--- src/rtl/ct_rst_pkg.sv ---
// ct_rst_pkg -- shared definitions for the reset subsystem.
//   Holds the fence.t controller state encoding and the default
//   timing parameters, plus a helper that sizes the shared counter.
package ct_rst_pkg;

  localparam int FENCET_PULSE_CYC_DEF  = 4;
  localparam int FENCET_SETTLE_CYC_DEF = 8;
  localparam int FENCET_DRAIN_MAX_DEF  = 1023;

  typedef enum logic [2:0] {
    FT_IDLE   = 3'd0,
    FT_DRAIN  = 3'd1,
    FT_PULSE  = 3'd2,
    FT_SETTLE = 3'd3,
    FT_DONE   = 3'd4
  } fencet_state_e;

  // The one counter is reused for drain, pulse and settle timing.
  // Its width is normally set by DRAIN_MAX. Any wider pulse or settle
  // load is also covered so a small DRAIN_MAX can't truncate them.
  function automatic int fencet_cnt_w(input int drain_max,
                                      input int pulse_cyc,
                                      input int settle_cyc);
    int m;
    m = drain_max;
    if (pulse_cyc > m)  m = pulse_cyc;
    if (settle_cyc > m) m = settle_cyc;
    return (m < 1) ? 1 : $clog2(m + 1);
  endfunction

endpackage

--- src/rtl/ct_rst_fencet_ctrl.sv ---
// ct_rst_fencet_ctrl -- fence.t sequencer.
//   Once fence.t retires, this block waits for the LSU, IFU and BIU to
//   drain, or for the drain limit to expire. It then raises
//   pipe4_fencet for PULSE_CYC cycles and waits SETTLE_CYC cycles so
//   the unit resets are released. Finally it pulses fencet_done.
// Ports:
//   forever_coreclk  : free-running clock
//   cpurst_b         : async active-low architectural reset
//   rtu_fencet_req   : fence.t retired (pulse, ignored unless idle)
//   *_fencet_idle    : per-unit quiescent flags (sampled in DRAIN only)
//   pipe4_fencet     : registered reset request to the reset top
//   fencet_busy      : high from the cycle after req through DONE
//   fencet_done      : one-cycle completion pulse
//   fencet_timeout   : one-cycle pulse when the drain wait expired
//   fencet_dbg_state : current FSM state, for observation
module ct_rst_fencet_ctrl
  import ct_rst_pkg::*;
#(
  parameter int PULSE_CYC  = FENCET_PULSE_CYC_DEF,
  parameter int SETTLE_CYC = FENCET_SETTLE_CYC_DEF,
  parameter int DRAIN_MAX  = FENCET_DRAIN_MAX_DEF
) (
  input  logic          forever_coreclk,
  input  logic          cpurst_b,
  input  logic          rtu_fencet_req,
  input  logic          lsu_fencet_idle,
  input  logic          ifu_fencet_idle,
  input  logic          biu_fencet_idle,
  output logic          pipe4_fencet,
  output logic          fencet_busy,
  output logic          fencet_done,
  output logic          fencet_timeout,
  output fencet_state_e fencet_dbg_state
);

  localparam int CNT_W = fencet_cnt_w(DRAIN_MAX, PULSE_CYC, SETTLE_CYC);
  localparam logic [CNT_W-1:0] DRAIN_LAST  = CNT_W'(DRAIN_MAX);
  localparam logic [CNT_W-1:0] PULSE_LOAD  = CNT_W'(PULSE_CYC - 1);
  localparam logic [CNT_W-1:0] SETTLE_LOAD = CNT_W'(SETTLE_CYC - 1);

  fencet_state_e    state_q, state_d;
  logic [CNT_W-1:0] cnt_q, cnt_d;
  logic             pipe4_q, pipe4_d;
  logic             busy_q, busy_d;
  logic             done_q, done_d;
  logic             timeout_q, timeout_d;
  logic             all_idle;

  assign all_idle = lsu_fencet_idle & ifu_fencet_idle & biu_fencet_idle;

  always_comb begin
    state_d   = state_q;
    cnt_d     = cnt_q;
    timeout_d = 1'b0;
    case (state_q)
      FT_IDLE: begin
        if (rtu_fencet_req) begin
          state_d = FT_DRAIN;
          cnt_d   = '0;
        end
      end
      FT_DRAIN: begin
        // Idle wins over the limit: if the drain completes in the same
        // cycle the limit is reached, the wait did not time out.
        if (all_idle) begin
          state_d = FT_PULSE;
          cnt_d   = PULSE_LOAD;
        end else if (cnt_q == DRAIN_LAST) begin
          state_d   = FT_PULSE;
          cnt_d     = PULSE_LOAD;
          timeout_d = 1'b1;
        end else begin
          cnt_d = cnt_q + CNT_W'(1);
        end
      end
      FT_PULSE: begin
        if (cnt_q == '0) begin
          state_d = FT_SETTLE;
          cnt_d   = SETTLE_LOAD;
        end else begin
          cnt_d = cnt_q - CNT_W'(1);
        end
      end
      FT_SETTLE: begin
        if (cnt_q == '0) state_d = FT_DONE;
        else             cnt_d   = cnt_q - CNT_W'(1);
      end
      FT_DONE: state_d = FT_IDLE;
      default: begin
        state_d = FT_IDLE;
        cnt_d   = '0;
      end
    endcase

    // The outputs are decoded from the next state and registered. This
    // makes them glitch-free and aligned with the state they describe.
    pipe4_d = (state_d == FT_PULSE);
    busy_d  = (state_d != FT_IDLE);
    done_d  = (state_d == FT_DONE);
  end

  always_ff @(posedge forever_coreclk or negedge cpurst_b) begin
    if (!cpurst_b) begin
      state_q   <= FT_IDLE;
      cnt_q     <= '0;
      pipe4_q   <= 1'b0;
      busy_q    <= 1'b0;
      done_q    <= 1'b0;
      timeout_q <= 1'b0;
    end else begin
      state_q   <= state_d;
      cnt_q     <= cnt_d;
      pipe4_q   <= pipe4_d;
      busy_q    <= busy_d;
      done_q    <= done_d;
      timeout_q <= timeout_d;
    end
  end

  assign pipe4_fencet     = pipe4_q;
  assign fencet_busy      = busy_q;
  assign fencet_done      = done_q;
  assign fencet_timeout   = timeout_q;
  assign fencet_dbg_state = state_q;

endmodule

--- config.mk ---
export PLATFORM = sky130hd
export DESIGN_NAME = ct_rst_fencet_ctrl
export DESIGN_NICKNAME = d
export VERILOG_FILES = /design/src/rtl/ct_rst_pkg.sv /design/src/rtl/ct_rst_fencet_ctrl.sv
export SDC_FILE = /design/constraint.sdc
export NUM_CORES = 1
export LEC_CHECK = 0
export ABC_AREA = 1
export ABC_CLOCK_PERIOD_IN_PS = 3900
export CAP_MARGIN = 5
export CORE_MARGIN = 2
export CORE_UTILIZATION = 30
export DETAILED_ROUTE_END_ITERATION = 12
export PLACE_DENSITY = 0.56
export REMOVE_ABC_BUFFERS = 1
export SKIP_LAST_GASP = 1
export SYNTH_ARGS = -nofsm -noshare
export SYNTH_HDL_FRONTEND = slang
export SYNTH_SLANG_ARGS = --single-unit
export TNS_END_PERCENT = 10
--- constraint.sdc ---
create_clock -name forever_coreclk -period 3.9 [get_ports forever_coreclk]
set_input_delay 0.39 -clock forever_coreclk [delete_from_list [all_inputs] [get_ports forever_coreclk]]
set_output_delay 0.39 -clock forever_coreclk [all_outputs]
set_load 0.005 [all_outputs]
==> results.json <==
{
  "clk_pin_slew_ns": 0.06,
  "ios": 13,
  "ir_worst_vdd_mv": 0.173,
  "viasPerCell": 4.62,
  "criticalPathCategory": "flop to flop",
  "worstPathRequired_ns": 4.04,
  "seq_area_frac_synth": 0.316,
  "grt_overflow": 0,
  "layout_commonest_cell": "nand2_1",
  "status": "finished, final reports clean",
  "rsz0062_at_grt": "no",
  "grt_pass1_vias": 1131,
  "final_util": 0.349,
  "syn-cell-area_mm2": 0.00135,
  "layout-drive-gt1-share": 0.125,
  "powerDensity_mw_per_mm2": 702,
  "netlist_instances": 198,
  "dr.pass1.iters": 4,
  "rows": 24,
  "drv_cap": 0,
  "hold_class": "flop to flop",
  "die_x_um": 71.0,
  "start_kind": "flop",
  "min_period_ns": 1.80,
  "slew_headroom": 0.437,
  "crit_path_max_fanout": 11,
  "cts_made_buffers": 3,
  "ys_types": 27,
  "drtIter0Drc": 40,
  "die_h_um": 71.0,
  "yosys_warnings": 0,
  "hold_viol": 0,
  "cts_setup_buffers": 0,
  "wl_per_cell_um": 11.7,
  "antenna_found_initial": 0,
  "grt_use_total": 0.127,
  "hold_buffers": 0,
  "register_area_um2": 425,
  "critPathCaptureType": "flop",
  "synth.ff_latch_count": 17,
  "layout_common_cells": "nand2_1, inv_1, nand3_1, nor2_1, dfrtp_1",
  "layout.nets": 218,
  "port-buffer-count": 12,
  "tns_ns": 0,
  "fillers": 481,
  "drv_slew": 0,
  "cts_resized": 0,
  "place.gp.congestion": 0.887,
  "drtAntennaViolNets": 0,
  "clockBufferDepth": 2,
  "h-tree-depth": 1,
  "worstPathArrival_ns": 1.94,
  "synthToLayoutAreaGrowth_pct": 12.2,
  "wl_um": 3030,
  "clock-sinks": 17,
  "fin_crit_sh": 0.460,
  "grt_pass1_wl_um": 5090,
  "dp_hpwl_um": 2330,
  "core_area_mm2": 0.00432,
  "setup_violations": 0,
  "tightest_slew_ns": 0.842,
  "cts_tree": "built",
  "clock_skew_ns": 0.00542,
  "vias": 1202,
  "remaining_drc_errors": 0,
  "dpl_worst_slack_ns": 2.02,
  "setup_ws_ns": 2.10,
  "cts-root-buf": "clkbuf_8",
  "fmax_ghz": 0.557,
  "initial_core_util": 0.311,
  "p_leak_nw": 0.797,
  "die_area_mm2": 0.00504,
  "grt_max_degree": 18,
  "multi_input_area_um2": 764,
  "total_power_mw": 1.06,
  "avgSynthCellArea_um2": 6.80,
  "insertion_delay_ns": 0.25,
  "diodes": 0
}
sequential cells by signal, summed over array words and instances, names as in the netlist:
name	flops
fencet_busy	1
fencet_dbg_state	3
fencet_timeout	1
pipe4_fencet	1
fencet_done	1
cnt_q	10
cell families after synthesis:
kind of cell             Yosys count  synth area share
AND/OR/NAND/NOR                  131             0.454
XOR/XNOR                           6            0.0390
buffers and inverters             30             0.116
AO/OA/AOI/OAI                     11            0.0474
adder cells (fa/ha/maj)            3            0.0279
flip-flops                        17             0.316
layout make-up:
cell class / count / area share
Clock buffer: 4 / 0.0298
Inverter: 24 / 0.0597
Multi-Input combinational cell: 151 / 0.506
Sequential cell: 17 / 0.282
Tap cell: 52 / 0.0431
Timing Repair Buffer: 12 / 0.0795
layer usage:
layer,global-route usage,routed length [µm]
met1,0.168,1470
met2,0.204,1400
met3,0.0228,143
met4,0.0587,25
met5,0,0
through the flow:
stage / cell area, µm² / hold WS, ns / std cells
after CTS: 1510 / 0.553 / 260
after global placement: 1470 / 0.527 / 256
final: 1510 / 0.545 / 260
after floorplan: 1280 / 0.0944 / 192
after global routing: 1510 / 0.602 / 260
after detailed placement: 1470 / 0.538 / 256
path summary, 6_finish.rpt:
kind	startpoint	cells past startpoint	end	slack, ns
setup / recovery	cnt_q[0]	11	cnt_q[1]	2.10
hold / removal	cnt_q[0]	2	cnt_q[0]	0.54
setup reg to reg	cnt_q[0]	11	cnt_q[1]	2.10
hold reg to reg	cnt_q[0]	2	cnt_q[0]	0.54
max in group asynchronous	cpurst_b	1	cnt_q[0]	2.76
min in group asynchronous	cpurst_b	1	cnt_q[8]	0.62
worst max-delay path, cell delays in order, from the launching register on:
cell	delay [ns]
dfrtp_1	0.41
inv_1	0.17
ha_1	0.19
nand3_2	0.09
nor2_4	0.11
nand2_2	0.08
nor2_4	0.13
nand2_4	0.08
nand2_4	0.17
inv_2	0.11
nand2_1	0.08
nand2_1	0.05
where the power goes:
part / switching, mW / leakage (nW) / total (mW) / internal (mW)
Sequential: 0.0853 / 0.222 / 0.319 / 0.234
Clock: 0.0622 / 0.0228 / 0.135 / 0.0725
Combinational: 0.377 / 0.552 / 0.607 / 0.229
cells in the mapped netlist, drive strengths merged:
| master | count | share of area |
|---|---|---|
| clkbuf | 1 | 0.0037 |
| or2 | 1 | 0.0046 |
| nand4 | 6 | 0.028 |
| xor2 | 4 | 0.026 |
| nor3 | 1 | 0.0037 |
| nand2 | 79 | 0.25 |
| o21bai | 1 | 0.0056 |
| nor2 | 22 | 0.082 |
| buf | 5 | 0.046 |
| nand3 | 21 | 0.082 |
| o211ai | 1 | 0.0056 |
| dfrtp | 17 | 0.32 |
| o21ai | 9 | 0.036 |
| nand3b | 1 | 0.0056 |
| xnor2 | 2 | 0.013 |
| inv | 24 | 0.067 |
| ha | 3 | 0.028 |
(Power assumes the default switching activity.)
